$ cat src/rtl/jk_pkg.sv
// Shared types and constants for the JK excitation driver.
// State, excitation encodings ({J,K}) and the default bank width.
package jk_pkg;

  localparam int JK_W_DEFAULT = 4;

  localparam logic [1:0] JK_HOLD  = 2'b00;
  localparam logic [1:0] JK_SET   = 2'b10;
  localparam logic [1:0] JK_RESET = 2'b01;

  typedef enum logic [1:0] {
    IDLE  = 2'd0,
    DRIVE = 2'd1,
    CHECK = 2'd2
  } state_t;

endpackage

$ cat src/rtl/jk_excite_bit.sv
// Combinational JK excitation for one flip-flop: maps (current, next) to {J,K}.
// Don't-care entries are resolved to 0 so J=K=1 (toggle) can never appear.
module jk_excite_bit
  import jk_pkg::*;
(
  input  logic       i_cur,
  input  logic       i_nxt,
  output logic [1:0] o_jk
);

  always_comb begin
    o_jk = JK_HOLD;
    if (!i_cur && i_nxt) o_jk = JK_SET;
    else if (i_cur && !i_nxt) o_jk = JK_RESET;
  end

endmodule

$ cat src/rtl/jk_excitation_driver.sv
// Drives a W-bit JK flip-flop bank toward requested target words, one-cycle J/K pulse per word.
// Optional readback check of q_fb against the mirror is enabled by JK_DRIVE_VERIFY_EN.
module jk_excitation_driver
  import jk_pkg::*;
#(
  parameter int W     = JK_W_DEFAULT,
  parameter int CNT_W = 16
) (
  input  logic             clk,
  input  logic             rst,
  input  logic             in_valid,
  output logic             in_ready,
  input  logic [W-1:0]     in_data,
  output logic [W-1:0]     j,
  output logic [W-1:0]     k,
  input  logic [W-1:0]     q_fb,
  output logic             done,
  output logic             err,
  input  logic             clr_err,
  output logic [CNT_W-1:0] word_cnt
);

  state_t             r_state, w_state_next;
  logic [W-1:0]       r_j, w_j_next;
  logic [W-1:0]       r_k, w_k_next;
  logic [W-1:0]       r_mirror, w_mirror_next;
  logic [W-1:0]       r_target, w_target_next;
  logic [CNT_W-1:0]   r_cnt, w_cnt_next;
  logic               r_done, w_done_next;
  logic [W-1:0]       w_exc_j, w_exc_k;

  // Excitation is always taken against the mirror, which tracks the bank's Q.
  for (genvar gi = 0; gi < W; gi++) begin : g_exc
    logic [1:0] w_jk;
    jk_excite_bit u_bit (
      .i_cur (r_mirror[gi]),
      .i_nxt (in_data[gi]),
      .o_jk  (w_jk)
    );
    assign w_exc_j[gi] = w_jk[1];
    assign w_exc_k[gi] = w_jk[0];
  end

`ifdef JK_DRIVE_VERIFY_EN
  logic r_err, w_err_next;
  assign err = r_err;
`else
  logic w_unused;
  assign w_unused = ^{q_fb, clr_err};
  assign err      = 1'b0;
`endif

  assign in_ready = (r_state == IDLE) && !rst;
  assign j        = r_j;
  assign k        = r_k;
  assign done     = r_done;
  assign word_cnt = r_cnt;

  always_comb begin
    w_state_next  = r_state;
    w_j_next      = '0;
    w_k_next      = '0;
    w_mirror_next = r_mirror;
    w_target_next = r_target;
    w_cnt_next    = r_cnt;
    w_done_next   = 1'b0;
`ifdef JK_DRIVE_VERIFY_EN
    w_err_next    = r_err & ~clr_err;
`endif
    case (r_state)
      IDLE: begin
        if (in_valid) begin
          w_target_next = in_data;
          w_cnt_next    = r_cnt + 1'b1;
          w_j_next      = w_exc_j;
          w_k_next      = w_exc_k;
          w_state_next  = DRIVE;
        end
      end
      DRIVE: begin
        // The bank samples J/K at this edge, so its Q becomes the target.
        w_mirror_next = r_target;
`ifdef JK_DRIVE_VERIFY_EN
        w_state_next  = CHECK;
`else
        w_state_next  = IDLE;
        w_done_next   = 1'b1;
`endif
      end
`ifdef JK_DRIVE_VERIFY_EN
      CHECK: begin
        if (q_fb != r_mirror) w_err_next = 1'b1;
        w_done_next  = 1'b1;
        w_state_next = IDLE;
      end
`endif
      default: w_state_next = IDLE;
    endcase
  end

  always_ff @(posedge clk or posedge rst) begin
    if (rst) begin
      r_state  <= IDLE;
      r_j      <= '0;
      r_k      <= '0;
      r_mirror <= '0;
      r_target <= '0;
      r_cnt    <= '0;
      r_done   <= 1'b0;
`ifdef JK_DRIVE_VERIFY_EN
      r_err    <= 1'b0;
`endif
    end else begin
      r_state  <= w_state_next;
      r_j      <= w_j_next;
      r_k      <= w_k_next;
      r_mirror <= w_mirror_next;
      r_target <= w_target_next;
      r_cnt    <= w_cnt_next;
      r_done   <= w_done_next;
`ifdef JK_DRIVE_VERIFY_EN
      r_err    <= w_err_next;
`endif
    end
  end

endmodule
$ cat config.mk
export PLATFORM = sky130hd
export DESIGN_NAME = jk_excitation_driver
export DESIGN_NICKNAME = d
export VERILOG_FILES = /design/src/rtl/jk_pkg.sv /design/src/rtl/jk_excite_bit.sv /design/src/rtl/jk_excitation_driver.sv
export SDC_FILE = /design/constraint.sdc
export NUM_CORES = 1
export LEC_CHECK = 0
export CAP_MARGIN = 20
export CORE_MARGIN = 8
export CORE_UTILIZATION = 45
export DETAILED_ROUTE_END_ITERATION = 12
export GPL_ROUTABILITY_DRIVEN = 0
export PLACE_DENSITY = 0.84
export SYNTH_ARGS = -nofsm -noshare
export SYNTH_HDL_FRONTEND = slang
export SYNTH_SLANG_ARGS = --single-unit
$ cat constraint.sdc
create_clock -name clk -period 1.8 [get_ports clk]
set_input_delay 0.36 -clock clk [delete_from_list [all_inputs] [get_ports clk]]
set_output_delay 0.36 -clock clk [all_outputs]
set_load 0.02 [all_outputs]
Yosys cells after proc, flatten, opt, wreduce, memory -nomap -nowiden
Cells that the tools add are included.

Add/sub/neg operators: 1. Multiply operators: 0. Divide/modulo/power cells: 0. Order comparisons: 0. Equality and inequality tests: 2. Shifts and indexed selects: 0. Multiplexer cells: 15. Bitwise logic cells: 0. Reduce and logical (&&, ||, !) cells: 20.

Operators by type and width (count): $add 16x1->16 const B (1); $mux 4 (4); $mux 2 (6); $logic_and 1x1->1 (9); $logic_not 1->1 (9); $mux 1 (5); $eq 2x1->1 const B (1); $logic_not 2->1 (1); $ne 2x2->1 const B (1); $reduce_and 2->1 (1).

Register bits: 35. Latch bits: 0. RAM bits: 0. ROM bits: 0. Input port bits: 12. Output and inout bits: 27. Word-level logic and storage cells: 45. Memories kept: 0.

Depth between registers and ports, before layout
Gate-level depths: netlist (run 1).

Depth in word-level cells: 6. Depth in mapped cells: 6. Depth with buffers taken out: 4.

By module
Synthesis (run 1) repeated with hierarchy kept, for this count alone.

Cell total of the unflattened synthesis: 107. Area total of the unflattened synthesis: 1437.6 um^2.

Modules (own cells, without submodules): jk_excitation_driver (instances 1, cells each 99, area each 1377.6 um^2, sequential area each 850.8 um^2); jk_excite_bit (instances 4, cells each 2, area each 15.0 um^2, sequential area each 0.0 um^2).

Least setup slack after synthesis (run 1)
No wires, ideal clock.

Path type: reg2reg. From: reg r_state[0]. To: reg r_cnt[10], in the netlist word_cnt[10]. Library setup time: 0.129 ns. Data arrival time: 1.275 ns. Data required time: 1.671 ns. Path slack: 0.396 ns. Cell stages (with the launch flop): 7. Buffers on the path: 2. Clock period less this slack: 1.404 ns. Path through: dfrtp_1 > buf_6 > and4b_1 > buf_4 > and3_4 > nand4_1 > xnor2_1.

Word-level cells in the longest chain between the ends: 2.

Ends and longest elaborated chain: start, declared (RTL line jk_excitation_driver.sv:23) `state_t r_state, w_state_next;`; start signal, assigned (RTL line jk_excitation_driver.sv:114) `r_state <= w_state_next;`; $logic_not 2->1 (RTL line jk_excitation_driver.sv:70) `case (r_state)`; $reduce_and 2->1 (no line); end signal, assigned (RTL line jk_excitation_driver.sv:119) `r_cnt <= w_cnt_next;`; end, declared (RTL line jk_excitation_driver.sv:28) `logic [CNT_W-1:0] r_cnt, w_cnt_next;`.

Every way passes these cells. A chain may end at the register's enable or synchronous reset.

Worst setup path after layout (run 1)
From: reg r_cnt[6], in the netlist word_cnt[6]. To: out word_cnt[6].

RTL lines: end, declared (RTL line jk_excitation_driver.sv:20) `output logic [CNT_W-1:0] word_cnt`.

No word-level cell between the ends.

==> flow_summary.json, run 1 <==
{
  "outcome": "finished, final reports clean",
  "synthMuxAreaShare": 0.0329,
  "path_buf_inv": 1,
  "grt_use_total": 0.118,
  "seq_area_frac_synth": 0.622,
  "antenna_cells": 0,
  "h-tree-depth": 2,
  "startpoint_type": "flip-flop",
  "ys_ff_latch": 34,
  "dr_total_vias": 956,
  "use_met3": 0.0777,
  "clk_latency_ps": 330,
  "synth_simple_gate_area_frac": 0.206,
  "maxSlewViolCount": 0,
  "root_buffer": "clkbuf_4",
  "p_per_area_nw_per_um2": 1050,
  "die-area_sq_um": 5060,
  "place_inst": 177,
  "yosys.area_share.adder": 0.00915,
  "r2r_slack_ps": 380,
  "io_buffers": 32,
  "synthXorXnorAreaFrac": 0.0961,
  "yosysWarningCount": 0,
  "finalCritPeriodShare": 0.962,
  "grt_pass1_vias": 996,
  "viasPerCell": 5.17,
  "drc": 0,
  "ctsResizeCount": 4,
  "hpwl_mm": 2.00,
  "routed_wl_mm": 2.73,
  "cts_buffer_depth": 2,
  "groute.layer.met2.usage": 0.189,
  "power_w": 0.00189,
  "vdd_drop_max_v": 0.000567,
  "path_cells": "clkdlybuf4s50_1",
  "hold_path_class": "flip-flop to flip-flop",
  "synth_top_family_by_area": "simple AND/OR/NAND/NOR gates",
  "fin_crit_ps": 1730,
  "boundaryPins": 39,
  "drive_gt1_frac": 0.132,
  "syn_area_sq_um": 1370,
  "area_growth_pct": 31.7,
  "yosys.cell_types.count": 27,
  "synth_nets": 125,
  "final_core_util": 0.605,
  "cts.sinks": 34,
  "cp_top_family": "buffers and inverters",
  "worst_slack_ps": 68.3,
  "worstPathRequired_ps": 1440,
  "end_kind": "output pin",
  "fmaxAchievable_mhz": 577,
  "maxCapViolations": 0,
  "clk_pin_slew_ps": 100,
  "path_max_fanout": 4,
  "cts_buffers": 5,
  "drt-pass1-iter-count": 4,
  "arrival_ps": 1370,
  "die_y_um": 71.1,
  "start_util": 0.459,
  "synth_compound_area_frac": 0,
  "instances_no_fill": 185,
  "syn_avg_cell_area_sq_um": 12.2,
  "hold_viol": 0,
  "grt_max_degree": 35,
  "top_usage_layer": "met2",
  "rsz0062_at_grt": "no",
  "final_antenna_net_count": 0,
  "finalSetupViolCount": 0,
  "cts_hold_buffers": 0,
  "fin_worst_skew_ps": 8.29,
  "slowest_stage": "clkdlybuf4s50_1",
  "drtIter0Drc": 46,
  "crit_type": "flip-flop to output pin",
  "core_sq_um": 2980,
  "avgRoutedWirePerCell_um": 14.7,
  "grt_pass1_wl_mm": 4.64,
  "finalNetCount": 164,
  "static-leakage-power_nw": 0.928,
  "rows": 20,
  "cts_tree": "built",
  "gr-total-overflow": 0,
  "post_cts_buffers": 0,
  "critPathMaxStageDelay_ps": 630,
  "grt_util_met1": 0.118,
  "synthCells": 112,
  "antenna_found_initial": 0,
  "die_x_um": 71.1,
  "place_worst_setup_slack_ps": -67.2
}
==> cell type report <==
| type | instances | area [sq um] |
|---|---|---|
| clock inverters | 1 | 5.00 |
| flip-flops and latches | 34 | 851 |
| clock buffers | 7 | 55.1 |
| repair buffers | 37 | 368 |
| fillers | 258 | 1180 |
| multi-input cells | 71 | 474 |
| inverters | 2 | 7.51 |
| well taps | 33 | 41.3 |
==> through the flow <==
stage	hold slack [ps]	TNS [ps]	instance area, sq um
floorplan	374	0	1370
global placement	430	-31.8	1730
detailed placement	445	-67.2	1730
CTS	450	0	1790
global route	480	0	1800
finish	453	0	1800
==> flip-flops by register name (all words and copies together) (netlist names) <==
signal and count:
word_cnt 16, j 4, r_mirror 4, done 1
k 4, r_state 1, r_target 4
==> final timing paths <==
kind,startpoint,endpoint,cells past startpoint
min reg2reg,r_mirror[1],j[1],1
max in group asynchronous,rst,word_cnt[6],3
max,word_cnt[6],word_cnt[6],1
max reg2reg,r_state[0],word_cnt[10],4
min,r_mirror[1],j[1],1
min in group asynchronous,rst,r_target[2],3
==> power by group <==
| part | internal (W) | switching, W | leakage (nW) |
|---|---|---|---|
| registers | 0.000873 | 0.000105 | 0.447 |
| clock network | 0.000189 | 0.000247 | 0.0353 |
| logic | 0.000230 | 0.000246 | 0.446 |
| total | 0.00129 | 0.000598 | 0.928 |
==> synth_stat cells (all sizes together) <==
cell type / count / area, sq um
nor2: 3 / 11.3
nor3: 1 / 5.00
and3: 3 / 23.8
inv: 1 / 3.75
clkinv: 1 / 3.75
and2: 2 / 13.8
conb: 1 / 3.75
nand2b: 2 / 20.0
nand3: 6 / 35.0
and4b: 1 / 10.0
xnor2: 12 / 105
dfrtp: 34 / 851
buf: 4 / 31.3
mux2: 4 / 45.0
nand4: 3 / 18.8
ha: 1 / 12.5
nand2: 20 / 75.1
and4: 1 / 8.76
clkbuf: 1 / 3.75
nor3b: 8 / 60.1
xor2: 3 / 26.3
==> layer usage <==
layer,vias to the layer above,wire (um),share of wire
met5,-,0,0
met4,0,42,0.015
met3,7,296,0.11
met2,35,1290,0.47
met1,467,1100,0.40
li1,447,-,-
==> cells in the final DEF, fill, tap and decap left out, drive strengths merged <==
| master | n |
|---|---|
| and2 | 2 |
| and3 | 3 |
| and4 | 1 |
| and4b | 1 |
| buf | 5 |
| clkbuf | 7 |
| clkdlybuf4s50 | 22 |
| clkinv | 2 |
| conb | 1 |
| dfrtp | 34 |
| dlygate4sd2 | 4 |
| dlymetal6s2s | 6 |
| ha | 1 |
| inv | 1 |
| mux2 | 4 |
| nand2 | 20 |
| nand2b | 2 |
| nand3 | 6 |
| nand4 | 3 |
| nor2 | 3 |
| nor3 | 1 |
| nor3b | 8 |
| xnor2 | 12 |
| xor2 | 3 |
==> logic make-up (layout without fill, tap and decap cells) <==
group / count (synthesis) / after routing
adders and majority gates: 1 / 1
muxes: 4 / 4
buffers and inverters: 7 / 47
DFF: 34 / 34
other: 1 / 1
and+or+nand+nor: 50 / 50
xor gates and xnor gates: 15 / 15
Power figures use the tool's default switching activity.
==> run 2: changes to the inputs <==
- CORE_MARGIN: 8 -> default
- CTS_BUF_LIST: default -> sky130_fd_sc_hd__clkbuf_16
==> run 2 against run 1 <==
The run now ends with DRC left. Sequential power grew 0.5%. Final cell count shrank 2.2%. Register-to-register slack lost 70 ps. Worst hold slack lost 93 ps. Global-route usage grew 6.9 points. Via count shrank 1.5%. Non-clock buffer count is the same. Fmax grew 0.47%. Power grew 19%. Largest power group unchanged.
==> flow_summary.json, run 2 (synthesis gave the netlist of run 1 again) <==
{
  "area_growth_pct": 36.7,
  "drive_gt1_frac": 0.120,
  "outcome": "finished, violations left",
  "rsz0062_at_grt": "no",
  "startpoint_type": "flip-flop",
  "hold_path_class": "input port to asynchronous set/reset pin",
  "crit_type": "flip-flop to output pin",
  "slowest_stage": "clkdlybuf4s50_1",
  "drt-pass1-iter-count": 8,
  "cts_buffer_depth": 2,
  "boundaryPins": 39,
  "arrival_ps": 1360,
  "path_buf_inv": 1,
  "worstPathRequired_ps": 1440,
  "end_kind": "output pin",
  "finalNetCount": 164,
  "violations": "DRC",
  "clk_latency_ps": 280,
  "drc": 6,
  "largest_reg_flops": 16,
  "finalCritPeriodShare": 0.958,
  "die_x_um": 57.1,
  "holdWs_ps": 361,
  "rows": 19,
  "vdd_drop_max_v": 0.000753,
  "static-leakage-power_nw": 0.853,
  "start_util": 0.483,
  "critPathMaxStageDelay_ps": 640,
  "path_cells": "clkdlybuf4s50_1",
  "final_antenna_net_count": 0,
  "post_cts_buffers": 0,
  "die_y_um": 57.1,
  "layout_common_cells": "dfrtp_1, clkdlybuf4s50_1, nand2_1",
  "fin_worst_skew_ps": 7.28,
  "root_buffer": "clkbuf_16",
  "grt_pass1_wl_mm": 4.40,
  "fmaxAchievable_mhz": 580,
  "cts_tree": "built",
  "place_inst": 175,
  "cts.sinks": 34,
  "maxSlewViolCount": 0,
  "die-area_sq_um": 3260,
  "drtIter0Drc": 25,
  "path_max_fanout": 6,
  "instances_no_fill": 181,
  "clk_pin_slew_ps": 50,
  "avgRoutedWirePerCell_um": 14.4,
  "finalSetupViolCount": 0,
  "worst_slack_ps": 76.5,
  "layout_commonest_cell": "dfrtp_1",
  "viasPerCell": 5.20,
  "routed_wl_mm": 2.61,
  "hold_viol": 0,
  "cts_hold_buffers": 0,
  "antenna_found_initial": 0,
  "grt_pass1_vias": 977,
  "core_sq_um": 2830,
  "grt_max_degree": 29,
  "place_worst_setup_slack_ps": -33.7,
  "maxCapViolations": 0,
  "antenna_cells": 0,
  "cts_buffers": 5,
  "ctsResizeCount": 1,
  "grt_use_total": 0.187,
  "gr-total-overflow": 0,
  "p_per_area_nw_per_um2": 1200,
  "fillers": 230,
  "fin_crit_ps": 1720,
  "h-tree-depth": 2,
  "io_buffers": 32,
  "dr_total_vias": 942,
  "hpwl_mm": 1.86,
  "cp_top_family": "buffers and inverters"
}
-- run 2: changes by cell type in the layout (fill, tap and decap cells not counted), sizes merged --
cell	delta
clkdlybuf4s50	+9
clkbuf	-2
dlygate4sd2	-3
dlymetal6s2s	-6
-- run 2: per-stage QoR --
step	TNS, ps	instance area, sq um	utilization	total power (W)
final	0	1870	0.661	0.00225
after global routing	0	1870	0.661	0.00235
after CTS	0	1870	0.661	0.00228
after detailed placement	-33.7	1740	0.616	0.00150
after global placement	-28.3	1740	0.616	0.00147
after floorplan	0	1370	-	0.00125
-- run 2: where the power goes --
part | internal [W] | switching, W | leakage (nW) | total, W
Sequential | 0.000877 | 0.000106 | 0.447 | 0.000983
Combinational | 0.000251 | 0.000251 | 0.343 | 0.000502
Clock | 0.000489 | 0.000276 | 0.0632 | 0.000765
Total | 0.00162 | 0.000632 | 0.853 | 0.00225
-- run 2: final timing paths --
path                       slack [ps]   startpoint  cells after the start           to
min reg2reg                       450  r_mirror[2]                      1         j[2]
max in group asynchronous        1010          rst                      3  r_target[2]
min in group clk                  450  r_mirror[2]                      1         j[2]
min                               360          rst                      2         j[3]
max reg2reg                       310   r_state[0]                      5  word_cnt[3]
max                                80  word_cnt[4]                      1  word_cnt[4]
-- run 2: cell type report --
| class | count | area [sq um] | area share |
|---|---|---|---|
| sequential | 34 | 851 | 0.455 |
| multi-input combinational | 71 | 474 | 0.254 |
| timing repair buffer | 37 | 369 | 0.197 |
| clock buffer | 5 | 125 | 0.0669 |
| tap | 31 | 38.8 | 0.0207 |
| inverter | 2 | 7.51 | 0.00402 |
| clock inverter | 1 | 3.75 | 0.00201 |
-- run 2: worst reg2reg max path: cells and delay by family (launching register included) --
family	cells	cell delay, ps
AND/OR/NAND/NOR	2	450
XOR/XNOR	1	120
flip-flops	1	380
buffers and inverters	2	450
-- run 2: per-layer routing --
metal	up-vias	global-route usage	routed length, um
li1	441	-	-
met1	460	0.200	1070
met2	31	0.313	1310
met3	10	0.0862	168
met4	0	0.0941	65
met5	-	0	0
==> run 3: changes to the inputs <==
- CTS_BUF_LIST: sky130_fd_sc_hd__clkbuf_16 -> default
- SETUP_SLACK_MARGIN: default -> 0.05
==> run 3 against run 2 <==
Cell area decreased by 3.2%. Clock skew is 1.1 ps lower. Non-clock buffer count stayed put. Worst setup slack better by 43 ps. Flip-flop and latch count unchanged. Critical endpoint is now word_cnt[10]. The run still ends with DRC left.
==> flow_summary.json, run 3 (synthesis gave the netlist of run 1 again) <==
{
  "fillers": 234,
  "path_buf_inv": 1,
  "fmaxAchievable_mhz": 595,
  "rows": 19,
  "dr_total_vias": 930,
  "maxSlewViolCount": 0,
  "fin_area_sq_um": 1810,
  "finalCritPeriodShare": 0.934,
  "hold_path_class": "input port to asynchronous set/reset pin",
  "clk_pin_slew_ps": 100,
  "cts_buffer_depth": 2,
  "end_kind": "output pin",
  "finalNetCount": 164,
  "p_per_area_nw_per_um2": 1030,
  "crit_type": "flip-flop to output pin",
  "grt_use_total": 0.177,
  "viasPerCell": 5.14,
  "path_cells": "clkdlybuf4s50_1",
  "startpoint_type": "flip-flop",
  "slowest_stage": "clkdlybuf4s50_1",
  "cp_top_family": "buffers and inverters",
  "h-tree-depth": 2,
  "layout_commonest_cell": "dfrtp_1",
  "area_growth_pct": 32.3,
  "final_antenna_net_count": 0,
  "static-leakage-power_nw": 0.979,
  "post_cts_buffers": 0,
  "fin_tns_setup_ps": 0,
  "largest_reg_flops": 16,
  "worstPathRequired_ps": 1440,
  "violations": "DRC",
  "outcome": "finished, violations left",
  "cts_buffers": 5,
  "arrival_ps": 1320,
  "path_max_fanout": 3,
  "root_buffer": "clkbuf_4",
  "clk_latency_ps": 320,
  "die-area_sq_um": 3260,
  "vdd_drop_max_v": 0.000704,
  "grt_pass1_vias": 998,
  "fin_crit_ps": 1680,
  "drt-pass1-iter-count": 8,
  "grt_max_degree": 29,
  "cts_hold_buffers": 0,
  "boundaryPins": 39,
  "antenna_cells": 0,
  "finalSetupViolCount": 0,
  "antenna_found_initial": 0,
  "drtIter0Drc": 31,
  "core_sq_um": 2830,
  "io_buffers": 32,
  "ctsResizeCount": 5,
  "avgRoutedWirePerCell_um": 14.2,
  "drive_gt1_frac": 0.127,
  "hold_viol": 0,
  "hpwl_mm": 1.86,
  "routed_wl_mm": 2.57,
  "start_util": 0.483,
  "dpl_cell_area_sq_um": 1740,
  "rsz0062_at_grt": "no",
  "cts_tree": "built",
  "final_core_util": 0.640,
  "maxCapViolations": 0,
  "layout_common_cells": "dfrtp_1, nand2_1, clkdlybuf4s50_1",
  "gr-total-overflow": 0,
  "drc": 6,
  "fin_worst_skew_ps": 6.21,
  "grt_pass1_wl_mm": 4.34,
  "die_y_um": 57.1,
  "critPathMaxStageDelay_ps": 610,
  "cts.sinks": 34,
  "die_x_um": 57.1
}
run 3: changes by cell type in the layout (fill, tap and decap cells not counted):
cell,before,now
clkbuf_4,0,5
clkbuf_16,5,0
clkbuf_8,0,1
dlymetal6s2s_1,0,9
clkdlybuf4s50_1,31,18
clkinv_1,2,1
dlygate4sd2_1,1,5
run 3: area by class of cell:
type,count,area (sq um),share of cell area
timing repair buffer,37,387,0.214
tap,31,38.8,0.0214
multi-input combinational,71,474,0.262
sequential,34,851,0.470
clock buffer,6,51.3,0.0284
inverter,2,7.51,0.00415
run 3: path summary, 6_finish.rpt:
check	start	to	slack (ps)	depth (start not counted)
worst min register to register	r_mirror[2]	j[2]	450	1
worst min-delay path	rst	j[3]	310	2
worst max register to register	r_state[0]	word_cnt[3]	300	5
worst max-delay path	word_cnt[10]	word_cnt[10]	120	1
max in group asynchronous	rst	r_target[2]	1070	3
min in group clk	r_mirror[2]	j[2]	450	1
run 3: worst register-to-register path: cells and delay by family (launching register included):
family                 cells  cell delay, ps
XOR/XNOR                   1             120
AND/OR/NAND/NOR            2             450
buffers and inverters      2             460
flip-flops                 1             400
run 3: where the power goes:
part | internal [W] | switching (W) | total [W]
sequential | 0.000873 | 0.000103 | 0.000977
clock | 0.000176 | 0.000230 | 0.000406
combinational | 0.000232 | 0.000249 | 0.000480
run 3: metal layers:
layer | track usage | vias up | wire length [um]
met5 | 0 | - | 0
met4 | 0.0732 | 0 | 22
li1 | - | 439 | -
met3 | 0.0590 | 3 | 158
met2 | 0.303 | 31 | 1310
met1 | 0.204 | 457 | 1080
run 3: through the flow:
step	cells	hold WS, ps	total power, W	setup slack (ps)
after global routing	181	318	0.00196	58.7
after CTS	181	299	0.00189	54.3
after detailed placement	175	448	0.00150	-33.7
after floorplan	112	374	0.00125	396
final	181	306	0.00186	119
after global placement	175	434	0.00147	-28.3
